--- src/rtl/axi_read_arbiter.sv ---
// rtl/axi_read_arbiter.sv - N-way AXI4 read-channel arbiter, one burst outstanding, grant locked AR to RLAST
module axi_read_arbiter #(
    parameter int NUM_REQ    = 2,
    parameter int ADDR_WIDTH = 32,
    parameter int DATA_WIDTH = 32,
    parameter int FIXED_PRIO = 0,
    localparam int IDW       = $clog2(NUM_REQ)
) (
    input  logic                          clk,
    input  logic                          rst,
    input  logic [NUM_REQ-1:0]            s_arvalid,
    output logic [NUM_REQ-1:0]            s_arready,
    input  logic [NUM_REQ*ADDR_WIDTH-1:0] s_araddr,
    input  logic [NUM_REQ*8-1:0]          s_arlen,
    output logic [NUM_REQ-1:0]            s_rvalid,
    input  logic [NUM_REQ-1:0]            s_rready,
    output logic [DATA_WIDTH-1:0]         s_rdata,
    output logic [1:0]                    s_rresp,
    output logic                          s_rlast,
    output logic                          m_arvalid,
    input  logic                          m_arready,
    output logic [ADDR_WIDTH-1:0]         m_araddr,
    output logic [7:0]                    m_arlen,
    input  logic                          m_rvalid,
    output logic                          m_rready,
    input  logic [DATA_WIDTH-1:0]         m_rdata,
    input  logic [1:0]                    m_rresp,
    input  logic                          m_rlast,
    output logic [IDW-1:0]                grant_id,
    output logic                          busy,
    output logic                          protocol_err
);

    typedef enum logic [1:0] {IDLE, ADDR, DATA} state_t;

    state_t                  state;
    logic [IDW-1:0]          rr_ptr;
    logic [7:0]              beat_cnt;
    logic [IDW-1:0]          win;
    logic                    found;
    logic [ADDR_WIDTH-1:0]   win_addr;
    logic [7:0]              win_len;
    logic [IDW-1:0]          next_ptr;
    logic                    beat;

    // Search starts at rr_ptr (round-robin) or at 0 (fixed priority) and wraps.
    always_comb begin
        int             idx_full;
        logic [IDW-1:0] idx;
        win      = '0;
        found    = 1'b0;
        idx_full = 0;
        idx      = '0;
        for (int k = 0; k < NUM_REQ; k++) begin
            idx_full = (FIXED_PRIO != 0) ? k : (int'(rr_ptr) + k) % NUM_REQ;
            idx      = idx_full[IDW-1:0];
            if (!found && s_arvalid[idx]) begin
                found = 1'b1;
                win   = idx;
            end
        end
    end

    always_comb begin
        win_addr = '0;
        win_len  = '0;
        for (int i = 0; i < NUM_REQ; i++) begin
            if (win == IDW'(i)) begin
                win_addr = s_araddr[i*ADDR_WIDTH +: ADDR_WIDTH];
                win_len  = s_arlen[i*8 +: 8];
            end
        end
    end

    always_comb begin
        s_arready = '0;
        s_rvalid  = '0;
        for (int i = 0; i < NUM_REQ; i++) begin
            if (grant_id == IDW'(i)) begin
                s_arready[i] = (state == ADDR) && m_arready;
                s_rvalid[i]  = (state == DATA) && m_rvalid;
            end
        end
    end

    assign m_arvalid = (state == ADDR);
    assign m_rready  = (state == DATA) && s_rready[grant_id];
    assign busy      = (state != IDLE);
    assign s_rdata   = m_rdata;
    assign s_rresp   = m_rresp;
    assign s_rlast   = m_rlast;
    assign beat      = m_rvalid && m_rready;
    assign next_ptr  = (grant_id == IDW'(NUM_REQ - 1)) ? '0 : grant_id + 1'b1;

    always_ff @(posedge clk) begin
        if (rst) begin
            state        <= IDLE;
            rr_ptr       <= '0;
            grant_id     <= '0;
            beat_cnt     <= '0;
            protocol_err <= 1'b0;
            m_araddr     <= '0;
            m_arlen      <= '0;
        end else begin
            case (state)
                IDLE: begin
                    if (found) begin
                        grant_id <= win;
                        m_araddr <= win_addr;
                        m_arlen  <= win_len;
                        beat_cnt <= '0;
                        state    <= ADDR;
                    end
                end
                ADDR: begin
                    if (m_arready)
                        state <= DATA;
                end
                DATA: begin
                    if (beat) begin
                        if (beat_cnt != 8'hFF)
                            beat_cnt <= beat_cnt + 8'd1;
                        // RLAST must coincide exactly with the beat numbered m_arlen.
                        if (m_rlast != (beat_cnt == m_arlen))
                            protocol_err <= 1'b1;
                        if (m_rlast) begin
                            state <= IDLE;
                            if (FIXED_PRIO == 0)
                                rr_ptr <= next_ptr;
                        end
                    end
                end
                default: state <= IDLE;
            endcase
        end
    end

endmodule

--- config.mk ---
export PLATFORM = sky130hd
export DESIGN_NAME = axi_read_arbiter
export DESIGN_NICKNAME = d
export VERILOG_FILES = /design/src/rtl/axi_read_arbiter.sv
export SDC_FILE = /design/constraint.sdc
export NUM_CORES = 1
export LEC_CHECK = 0
export BUFFER_PORTS_ARGS = -buffer_cell sky130_fd_sc_hd__buf_2
export CAP_MARGIN = 20
export CELL_PAD_IN_SITES_DETAIL_PLACEMENT = 1
export CELL_PAD_IN_SITES_GLOBAL_PLACEMENT = 1
export CORE_MARGIN = 5
export CORE_UTILIZATION = 30
export DETAILED_ROUTE_END_ITERATION = 8
export MAX_ROUTING_LAYER = met4
export PLACE_DENSITY_LB_ADDON = 0.12
export SLEW_MARGIN = 40
export SYNTH_ARGS = -nofsm -noshare
export SYNTH_HDL_FRONTEND = slang
export SYNTH_SLANG_ARGS = --single-unit
--- constraint.sdc ---
create_clock -name clk -period 3.3 [get_ports clk]
set_input_delay 0.66 -clock clk [delete_from_list [all_inputs] [get_ports clk]]
set_output_delay 0.66 -clock clk [all_outputs]
set_load 0.05 [all_outputs]
==> summary.txt, run 1 <==
Pwr
  • Pwr Total: 1.72 mW
  • Pwr dens: 493 nW/um2
  • Reg power frac: 43.2%
  • Maximum VDD drop: ~0.2 mV
  • Logic pwr share: 34.6%
  • Leak: 1.81 nW
  • Clk pwr share: 22.2%
  • Switching share of power: 39.1%
  • Switching pwr: 0.674 mW
  • Int Pwr: between 1 and 1.5 mW

Layout
  • Layout cells sized above 1: 39.8%
  • Layout area overhead: 22.8%
  • Final net count: 530
  • N_diodes: 0

Die
  • Die Ht: around 110 um
  • IO Pins: around 210
  • Core ar.: 9240 um2
  • Row count: 35
  • Initial core utilization: 30.8%
  • Die footprint: 11500 um2
  • Horiz. Die Dim: 107 um

Setup path
  • CP Launch Type: register
  • WP data arrival: 1.52 ns
  • CP max FO: 8
  • Critical R2R Launch: grant_id
  • Critical Path RT: 2.64 ns
  • Crit-path cells: mux2i_1 -> and2b_1 -> buf_2
  • R2R Path End: beat_cnt[5]
  • Reg2Reg Setup Slack: 1.47 ns
  • Slowest-stage cell, CP: dfxtp_1
  • R2R depth: 4
  • WP buf/inv: 1
  • CP peak stage delay: 0.49 ns
  • CP Capture Type: output port
  • Crit path max-delay family: flip-flops
  • CP Class: register to output port

Job
  • Number of max-cap violations: 0

Yosys
  • Yosys top cell by area: dfxtp_1
  • Synth warnings: 0
  • Sequential element share of the synthesized area: 37.2%
  • Synth Register Bits: 53
  • EDFF count, synth: 0
  • Synth Area per Inst: 9.07 um2
  • Yosys top cell area share: 37.2%
  • Mapped Area: 2850 um2
  • Synthesized instance count: between 300 and 400
  • Asr flop ratio synth: 0%
  • Ys flop type: dfxtp_1
  • Synth area leaders: dfxtp_1 37%, mux2i_1 14%, a211oi_1 11%, buf_4 9.2%, nor2_1 7.0%
  • Syn_nets: 438
  • Synth cell types: 40

Clocking
  • CTS tree: yes
  • Post-CTS resize count: 0
  • Worst-path clk slew: 0.09 ns
  • Clock Sink Count: 53
  • Latest clock arrival within the worst-skew pair: 0.30 ns
  • H-tree depth: 2
  • CTS Hold Bufs: 0
  • Total setup buffers inserted after CTS: 0
  • CTS Buf Count: 5
  • Clock buffer depth: 2
  • Root buffer cell: clkbuf_8

Routing
  • DRT iter0 DRCs: 58
  • First-pass detailed-route iteration total: 3
  • Top Metal Used: met4
  • DR WL met3: about 420 um
  • Antenna-violating nets left: 0
  • WL final: ~8000 um
  • Via density: 4.69
  • Vias: 2516
  • DRC: 0
  • DR WL/cell: 14.9 um
  • Met2 Routed Length: 4240 um
  • Metal-1 WL: 3270 um

GRT
  • All-Layer GR Usage: approximately 14%
  • Global route overflow: 0
  • Initial antenna violation count: 0
  • Largest net degree at the start of global routing: 87
  • Global-route wire length before repair: 12800 um
  • Vias in the first global route: 2575

Timing
  • Worst slew pin tran: 0.752 ns
  • Max Clk Rate: 458 MHz
  • RSZ-0062 raised after global routing: false
  • Min cycle time layout: 2.18 ns
  • Slew Viols, Final: 0
  • Max_slew headroom: 49.8%
  • Layout Skew: 0.00315 ns
  • Period utilization: 66.1%
  • Final Hold Vio Count: 0
  • Finish-stage setup viols: 0
  • Final TNS setup: 0 ns

Place
  • Dpl hpwl: approximately 6200 um
  • RD Place Congestion: between 0.7 and 0.8
  • I/O Buffers: 138

Worst hold path
  • Worst Hold Path EP: m_araddr[11]
  • HP Class: register to register
  • Hold_sp: m_araddr[11]
  • Hold Crit Depth: 2

Run status
  • Status: finished clean
==> power by group through the flow <==
stage	sequential [mW]	clock, mW	combinational, mW
finish	0.745	0.383	0.597
global route	0.756	0.436	0.644
floorplan	0.975	0	0.327
detailed placement	0.761	0	0.610
CTS	0.747	0.410	0.610
global placement	0.759	0	0.603
==> worst max-delay path by stage <==
stage | from | to | slack, ns | depth (start not counted)
2_1_floorplan | state[0] | s_arready[0] | 0.63 | 4
3_3_place_gp | m_rvalid | beat_cnt[7] | 1.30 | 5
3_5_place_dp | s_rready[1] | m_rready | 1.25 | 4
4_1_cts | state[0] | s_arready[0] | 1.10 | 5
5_1_grt | state[0] | s_arready[0] | 0.95 | 5
6_report | grant_id | m_rready | 1.12 | 3
==> area by class of cell <==
class | instances | area (um2)
clock buffer | 6 | 82.6
clock inverter | 2 | 13.8
fill | 1141 | 5740
inverter | 5 | 18.8
multi-input combinational | 200 | 1420
sequential | 53 | 1060
tap | 129 | 161
timing repair buffer | 141 | 738
==> layer usage <==
layer  global-route usage (%)  up-vias
li1                         -     1262
met1                     16.5     1171
met2                     24.0       71
met3                     3.06       12
met4                     3.70        0
met5                        -        -
==> cells by family (layout without fill, tap and decap cells) <==
family | after synthesis | in the layout | synth area share [%]
and+or+nand+nor | 88 | 88 | 15.2
AOI/OAI and AO/OA | 57 | 57 | 14.8
buffers and inverters | 61 | 154 | 13.5
xor gates and xnor gates | 8 | 8 | 2.46
DFF | 53 | 53 | 37.2
muxes | 46 | 46 | 16.4
adders and majority gates | 1 | 1 | 0.439
==> cell usage after synthesis (2+ instances only) <==
master	number
a21oi_1	5
nand3_1	3
nor2_1	53
o21ai_0	2
xor2_1	8
nor4_1	2
a311oi_1	2
o21ai_1	2
nor3_1	2
mux2_2	5
mux2i_1	41
dfxtp_1	53
nor3b_1	5
or2_2	2
nand2_1	4
a211oi_1	40
inv_1	5
buf_4	35
nor2b_1	2
and3_1	3
nand4_1	2
clkbuf_1	7
buf_2	13
nand3b_1	2
==> worst reg2reg max path, delay by kind of cell (launching register included) <==
family        cells  cell delay, ns
flops             1            0.49
mux               2            0.53
simple gates      2            0.71
==> flip-flops by register name (all words and copies together) (netlist names) <==
signal	cells
beat_cnt	8
grant_id	1
m_araddr	32
m_arlen	8
protocol_err	1
rr_ptr	1
state	2
==> cell usage in the layout (no fill, tap or decap), drive strengths merged, types with 3 or more instances in the layout <==
master and n:
a21oi 5, buf 141, inv 5, or2 3, xor2 8, clkbuf 6
nor4 3, dfxtp 53, nand3 3, mux2i 41, mux2 5, nor2 53
nor3b 5, and3 3, a211oi 40, nand2 4, o21ai 4
==> stage by stage <==
stage               cells  hold WS, ns  cell area (um2)  util [%]  setup slack [ns]
global placement      528        0.485             3400      36.8              1.30
finish                536        0.503             3500      37.9              1.12
CTS                   536        0.507             3500      37.9              1.10
floorplan             314        0.468             2850         -             0.628
global route          536        0.519             3500      37.9             0.950
detailed placement    528        0.493             3400      36.8              1.25
Note: power is estimated with default switching activity, not from simulation.
==> run 2, diff against run 1 <==
--- a/config.mk
+++ b/config.mk
@@ -5,12 +5,13 @@
 export SDC_FILE = /design/constraint.sdc
 export NUM_CORES = 1
 export LEC_CHECK = 0
+export ABC_AREA = 1
 export BUFFER_PORTS_ARGS = -buffer_cell sky130_fd_sc_hd__buf_2
 export CAP_MARGIN = 20
 export CELL_PAD_IN_SITES_DETAIL_PLACEMENT = 1
 export CELL_PAD_IN_SITES_GLOBAL_PLACEMENT = 1
 export CORE_MARGIN = 5
-export CORE_UTILIZATION = 30
+export CORE_UTILIZATION = 27
 export DETAILED_ROUTE_END_ITERATION = 8
 export MAX_ROUTING_LAYER = met4
 export PLACE_DENSITY_LB_ADDON = 0.12
==> constraint.sdc (replaced) <==
create_clock -name clk -period 2.2 [get_ports clk]
set_input_delay 0.44 -clock clk [delete_from_list [all_inputs] [get_ports clk]]
set_output_delay 0.44 -clock clk [all_outputs]
set_load 0.05 [all_outputs]
==> run 2 against run 1 <==
Net effect:
- register-to-register slack worse by 0.82 ns
- area after synthesis is 7.1% higher
- synthesized cell count rose by 42%
- non-clock buffer count is 3 higher
- design area increased by 7.7%
- critical path depth up 2
- largest cell class unchanged
- largest power group unchanged
==> summary.txt, run 2 <==
Job
  • Number of max-cap violations: 0 (unchanged)

Yosys
  • Yosys top cell by area: dfxtp_1
  • Post-synthesis xor/xnor area fraction: 1.44% (-1.0 points)
  • Most frequent cell after synthesis: nand2_1
  • Largest family of logic cells by synthesized area: simple AND/OR/NAND/NOR gates
  • Top post-synthesis cells by count: 123 x nand2_1, 63 x inv_1, 53 x dfxtp_1, 44 x nand3_1, 40 x o211ai_1
  • Asr flop ratio synth: 0% (unchanged)
  • Simple-Gate Fraction of Synth Area: 29.2% (+14 points)
  • Synth Register Bits: 53 (unchanged)
  • Mapped Area: 3050 um2 (+7.1%)
  • Ys flop type: dfxtp_1
  • EDFF count, synth: 0 (unchanged)
  • Synth warnings: 0 (unchanged)
  • Synth area leaders: dfxtp_1 35%, nand2_1 15%, o211ai_1 9.8%, buf_4 9.4%, inv_1 7.8%
  • Synthesized instance count: 446 (+42%)
  • Post-Synth Adder-Cell Area: 0.410% (-0.029 points)
  • Post-synthesis mux area share: 0% (-16 points)
  • Syn_nets: 570 (+30%)
  • Synth Area per Inst: 6.84 um2 (-25%)
  • Sequential element share of the synthesized area: 34.8% (-2.5 points)
  • Synth cell types: 27 (-33%)
  • Synth Area in Compound Gates: 13.7% (-1.1 points)
  • Yosys top cell area share: 34.8% (-2.5 points)

Setup path
  • CP Class: register to output port
  • Reg2Reg Setup Slack: 0.65 ns (-0.82 ns)
  • CP Launch Type: register
  • CP Capture Type: output port
  • WP data arrival: 1.59 ns (+0.07 ns)
  • CP max FO: 10 (+2)
  • Critical R2R Launch: beat_cnt[0]
  • R2R Path End: beat_cnt[4]
  • Critical Path RT: 1.76 ns (-0.88 ns)
  • R2R depth: 7 (+3)

Pwr
  • Switching share of power: 39.3% (+0.20 points)
  • Clk pwr share: 26.9% (+4.7 points)
  • Maximum VDD drop: 0.248 mV (+26%)
  • Logic pwr share: 34.0% (-0.6 points)
  • Int Pwr: 1.76 mW (+67%)
  • Leak: 2.04 nW (+13%)
  • Reg power frac: 39.1% (-4.1 points)
  • Switching pwr: 1.14 mW (+69%)
  • Pwr dens: 769 nW/um2 (+56%)

Routing
  • Vias: 3070 (+22%)
  • DR WL/cell: 14.1 um (-4.9%)
  • DRC: 0 (unchanged)
  • DRT iter0 DRCs: 71 (+22%)
  • WL final: 9620 um (+21%)
  • First-pass detailed-route iteration total: 4 (+1)
  • Antenna-violating nets left: 0 (unchanged)
  • Via density: 4.51 (-4.0%)

GRT
  • All-Layer GR Usage: 14.8% (+0.88 points)
  • Global route overflow: 0 (unchanged)
  • Largest net degree at the start of global routing: 69 (-21%)
  • Global-route wire length before repair: 15600 um (+22%)
  • Vias in the first global route: 3188 (+24%)
  • Initial antenna violation count: 0 (unchanged)

Clocking
  • Worst-path clk slew: 0.07 ns (-0.02 ns)
  • CTS Buf Count: 5 (unchanged)
  • Root buffer cell: clkbuf_16
  • Clock Sink Count: 53 (unchanged)
  • Total setup buffers inserted after CTS: 0 (unchanged)
  • Clock buffer depth: 2 (unchanged)
  • H-tree depth: 2 (unchanged)
  • Post-CTS resize count: 0 (unchanged)
  • Latest clock arrival within the worst-skew pair: 0.29 ns (about the same)
  • CTS tree: yes
  • CTS Hold Bufs: 0 (unchanged)

Timing
  • RSZ-0062 raised after global routing: false
  • Min cycle time layout: 2.03 ns
  • Final Hold Vio Count: 0 (unchanged)
  • Layout Skew: 0.00809 ns (+0.00494 ns)
  • Worst slew pin tran: 0.309 ns (-0.444 ns)
  • Period utilization: 92.4%
  • Finish-stage setup viols: 0 (unchanged)
  • Max_slew headroom: 79.3% (+29 points)
  • Max Clk Rate: between 400 and 500 MHz
  • Slew Viols, Final: 0 (unchanged)
  • Final TNS setup: 0 ns (unchanged)

Layout
  • Largest regs: m_araddr x32, beat_cnt x8, m_arlen x8
  • Layout cells sized above 1: 32.0% (-7.8 points)
  • Filler cells: 1429 (+25%)
  • Max FFs per register: 32 (unchanged)
  • Non-Filler Instances: 681 (+27%)
  • N_diodes: 0 (unchanged)
  • Most frequent cells in the layout: 138 x buf_2, 123 x nand2_1, 63 x inv_1, 53 x dfxtp_1, 44 x nand3_1
  • Largest Register: m_araddr
  • Most common cell after layout, fill and taps aside: buf_2
  • Final net count: 664 (+25%)
  • Layout area overhead: 23.5%
  • Finished Cell Area: 3770 um2 (+7.7%)

Place
  • I/O Buffers: 138 (unchanged)
  • Dpl hpwl: 7470 um (+21%)
  • Dpl cell area: 3630 um2 (+6.6%)
  • Placed Instances: 673 (+27%)
  • RD Place Congestion: 0.752 (+0.80%)

Die
  • Horiz. Die Dim: 116 um (+8.2%)
  • IO Pins: 207 (unchanged)
  • Core ar.: 10900 um2 (+18%)
  • Die footprint: 13500 um2 (+17%)
  • Die Ht: 116 um (+8.2%)
  • Row count: 38 (+8.6%)
  • Initial core utilization: 27.9% (-2.9 points)

Run status
  • Status: finished clean

Worst hold path
  • Worst Hold Path EP: beat_cnt[7]
  • Hold_sp: rst
  • Hold Crit Depth: 2 (unchanged)
  • HP Class: primary input to register
==> run 2: area by class of cell <==
cell class / count / area (um2) / area share [%]
flip-flops and latches: 53 / 1060 / 28.2
repair buffers: 144 / 761 / 20.2
multi-input cells: 270 / 1380 / 36.7
inverters: 66 / 248 / 6.58
clock inverters: 2 / 10.0 / 0.266
clock buffers: 6 / 129 / 3.42
well taps: 140 / 175 / 4.65
==> run 2: kinds of logic (layout without fill, tap and decap cells) <==
group	Yosys count	in the layout
buf+inv	123	218
simple gates	204	204
xor+xnor	5	5
compound gates	60	60
flops	53	53
fa+ha+maj	1	1
==> run 2: how the worst max path moves through the flow <==
stage               startpoint     endpoint  slack [ns]  cells after the start
floorplan             state[1]  s_rvalid[0]        0.02                      4
global placement      state[1]  s_rvalid[0]        0.49                      5
detailed placement    state[1]  s_rvalid[0]        0.51                      5
CTS                   state[1]  s_rvalid[0]        0.16                      5
global route          state[1]  s_rvalid[0]        0.03                      5
finish                state[1]  s_rvalid[0]        0.17                      5
==> run 2: power by group through the flow <==
| stage | registers (mW) | clock network [mW] | logic (mW) |
|---|---|---|---|
| finish | 1.13 | 0.779 | 0.985 |
| global route | 1.15 | 0.866 | 1.07 |
| CTS | 1.13 | 0.825 | 1.00 |
| detailed placement | 1.15 | 0 | 1.00 |
| global placement | 1.15 | 0 | 0.998 |
| floorplan | 1.47 | 0 | 0.554 |
==> run 2: per-stage QoR <==
stage	worst slack (ns)	total power, mW	utilization (%)	hold WS, ns
5_1_grt	0.0283	3.09	34.4	0.429
3_3_place_gp	0.488	2.15	33.2	0.435
6_report	0.168	2.90	34.4	0.412
2_1_floorplan	0.0160	2.03	-	0.430
3_5_place_dp	0.509	2.16	33.2	0.457
4_1_cts	0.164	2.96	34.4	0.416
==> run 2: per-layer routing <==
layer	GRT usage, %	routed length, um	vias up
met5	-	0	-
met4	5.49	259	0
met3	3.83	605	29
met2	24.0	4600	84
met1	17.8	4160	1387
li1	-	-	1570
==> run 2: critical path, cell delays in order (launching register included) <==
cell	delay (ns)
dfxtp_1	0.44
inv_2	0.10
nor2_4	0.18
inv_2	0.13
nor3_1	0.16
buf_2	0.30
==> run 3, diff against run 2 <==
--- a/config.mk
+++ b/config.mk
@@ -5,13 +5,12 @@
 export SDC_FILE = /design/constraint.sdc
 export NUM_CORES = 1
 export LEC_CHECK = 0
-export ABC_AREA = 1
 export BUFFER_PORTS_ARGS = -buffer_cell sky130_fd_sc_hd__buf_2
 export CAP_MARGIN = 20
 export CELL_PAD_IN_SITES_DETAIL_PLACEMENT = 1
 export CELL_PAD_IN_SITES_GLOBAL_PLACEMENT = 1
 export CORE_MARGIN = 5
-export CORE_UTILIZATION = 27
+export CORE_UTILIZATION = 28
 export DETAILED_ROUTE_END_ITERATION = 8
 export MAX_ROUTING_LAYER = met4
 export PLACE_DENSITY_LB_ADDON = 0.12
==> run 3 against run 2 <==
Net effect:
- sequential power is essentially flat
- critical path type unchanged
- clock skew grew 0.0042 ns
- routed wire length shrank 14%
- sequential share of layout area grew 1.7 points
- via count shrank 19%
- clock power shrank 12%
- count of clock-buffer cells in the layout shrank 1
- combinational power shrank 7.2%
- hold slack lost 0.015 ns
- flip-flop and latch count is the same
- die area shrank 9.1%
==> summary.txt, run 3 (synthesis gave the netlist of run 1 again) <==
Run status
  • Status: finished clean

Worst hold path
  • HP Class: primary input to register

Layout
  • Layout cells sized above 1: 40.5% (+8.5 points)
  • Non-Filler Instances: 543 (-20%)
  • Most frequent cells in the layout: 138 x buf_2, 53 x dfxtp_1, 51 x nor2_1, 41 x mux2i_1, 40 x a211oi_1
  • Layout area overhead: 24.9%
  • Final net count: 533 (-20%)
  • Largest Register: m_araddr
  • Filler cells: 1184 (-17%)
  • Largest regs: m_araddr x32, beat_cnt x8, m_arlen x8
  • Max FFs per register: 32 (unchanged)
  • Most common cell after layout, fill and taps aside: buf_2
  • N_diodes: 0 (unchanged)

Pwr
  • Maximum VDD drop: 0.254 mV (+2.6%)
  • Leak: 1.83 nW (-10%)
  • Pwr dens: 764 nW/um2 (-0.58%)

Routing
  • Vias: 2480 (-19%)
  • Met2 Routed Length: 4140 um (-10%)
  • Top Metal Used: met4
  • Metal-1 WL: 3590 um (-14%)
  • DRC: 0 (unchanged)
  • Antenna-violating nets left: 0 (unchanged)
  • DR WL met3: 519 um (-14%)
  • Via density: 4.57 (+1.3%)
  • DR WL/cell: 15.3 um (+8.2%)
  • WL final: 8300 um (-14%)
  • First-pass detailed-route iteration total: 4 (unchanged)
  • DRT iter0 DRCs: 67 (-5.6%)

Timing
  • Slew Viols, Final: 0 (unchanged)
  • Max_slew headroom: 56.9% (-22 points)
  • Finish-stage setup viols: 0 (unchanged)
  • Max Clk Rate: 518 MHz (+5.3%)
  • Layout Skew: 0.0123 ns (+0.00425 ns)
  • Final Hold Vio Count: 0 (unchanged)
  • Worst slew pin tran: 0.646 ns (+0.338 ns)
  • RSZ-0062 raised after global routing: false
  • Min cycle time layout: 1.93 ns (-0.102 ns)
  • Final TNS setup: 0 ns (unchanged)
  • Period utilization: 87.7% (-4.7 points)

Place
  • Placed Instances: 535 (-21%)
  • RD Place Congestion: 0.748 (-0.61%)
  • I/O Buffers: 138 (unchanged)
  • Dpl hpwl: 6560 um (-12%)

Clocking
  • H-tree depth: 2 (unchanged)
  • Post-CTS resize count: 0 (unchanged)
  • CTS Buf Count: 5 (unchanged)
  • Clock Sink Count: 53 (unchanged)
  • Latest clock arrival within the worst-skew pair: 0.31 ns (+0.02 ns)
  • Root buffer cell: clkbuf_8
  • Clock buffer depth: 2 (unchanged)
  • CTS Hold Bufs: 0 (unchanged)
  • Total setup buffers inserted after CTS: 0 (unchanged)
  • Worst-path clk slew: 0.11 ns (+0.04 ns)
  • CTS tree: yes

Setup path
  • CP Class: register to output port
  • CP Launch Type: register
  • CP Capture Type: output port
  • Critical R2R Launch: beat_cnt[0]
  • Worst setup path start: state[0]
  • CP max FO: 7 (-3)
  • R2R depth: 5 (-2)
  • Worst setup path end: s_arready[0]
  • WP data arrival: 1.49 ns (-0.10 ns)
  • Reg2Reg Setup Slack: 0.42 ns (-0.23 ns)
  • Critical Path RT: 1.76 ns (about the same)
  • R2R Path End: beat_cnt[7]

GRT
  • Global-route wire length before repair: 13400 um (-14%)
  • Vias in the first global route: 2560 (-20%)
  • All-Layer GR Usage: 13.5% (-1.3 points)
  • Largest net degree at the start of global routing: 56 (-19%)
  • Global route overflow: 0 (unchanged)
  • Initial antenna violation count: 0 (unchanged)

Die
  • Die Ht: 111 um (-4.7%)
  • Core ar.: 9860 um2 (-9.8%)
  • IO Pins: 207 (unchanged)
  • Die footprint: 12300 um2 (-9.1%)
  • Horiz. Die Dim: 111 um (-4.7%)
  • Initial core utilization: 28.9% (+0.99 points)
  • Row count: 36 (-5.3%)

Job
  • Number of max-cap violations: 0 (unchanged)
==> run 3: power breakdown <==
group	leakage, nW	internal, mW	switching (mW)
clock	0.0585	0.342	0.344
sequential	0.438	1.06	0.0617
combinational	1.33	0.274	0.640
==> run 3: routing by layer <==
metal | vias up | track usage, %
li1 | 1271 | -
met1 | 1128 | 17.1
met2 | 71 | 21.8
met3 | 10 | 3.44
met4 | 0 | 2.96
met5 | - | -
==> run 3: worst min path at each step <==
stage	startpoint	to	slack (ns)	depth (start not counted)
5_1_grt	m_rlast	rr_ptr	0.40	2
6_report	m_rlast	rr_ptr	0.40	2
2_1_floorplan	beat_cnt[6]	beat_cnt[6]	0.47	2
3_3_place_gp	m_araddr[5]	m_araddr[5]	0.48	2
4_1_cts	m_rlast	rr_ptr	0.39	2
3_5_place_dp	m_araddr[4]	m_araddr[4]	0.49	2
==> run 3: critical path, cell delays in order, from the launching register on <==
cell	delay (ns)
dfxtp_1	0.47
inv_1	0.11
nor2_2	0.15
nand2_1	0.09
nor2_1	0.09
buf_2	0.26
==> run 3: final cells by class <==
class / instances / area [um2] / share of cell area (%)
Multi-Input combinational cell: 200 / 1430 / 40.1
Sequential cell: 53 / 1060 / 29.8
Timing Repair Buffer: 144 / 773 / 21.7
Tap cell: 133 / 166 / 4.68
Clock buffer: 5 / 68.8 / 1.93
Clock inverter: 3 / 43.8 / 1.23
Inverter: 5 / 18.8 / 0.528
==> run 3: metrics by stage <==
| stage | total power, mW | instance area, um2 | setup WS (ns) | util [%] | hold slack [ns] |
|---|---|---|---|---|---|
| after floorplan | 1.95 | 2850 | 0.0265 | - | 0.468 |
| after global placement | 2.06 | 3440 | 0.448 | 34.9 | 0.485 |
| after detailed placement | 2.07 | 3440 | 0.417 | 34.9 | 0.493 |
| after CTS | 2.77 | 3560 | 0.229 | 36.1 | 0.392 |
| after global routing | 2.87 | 3560 | 0.110 | 36.1 | 0.399 |
| final | 2.72 | 3560 | 0.270 | 36.1 | 0.396 |
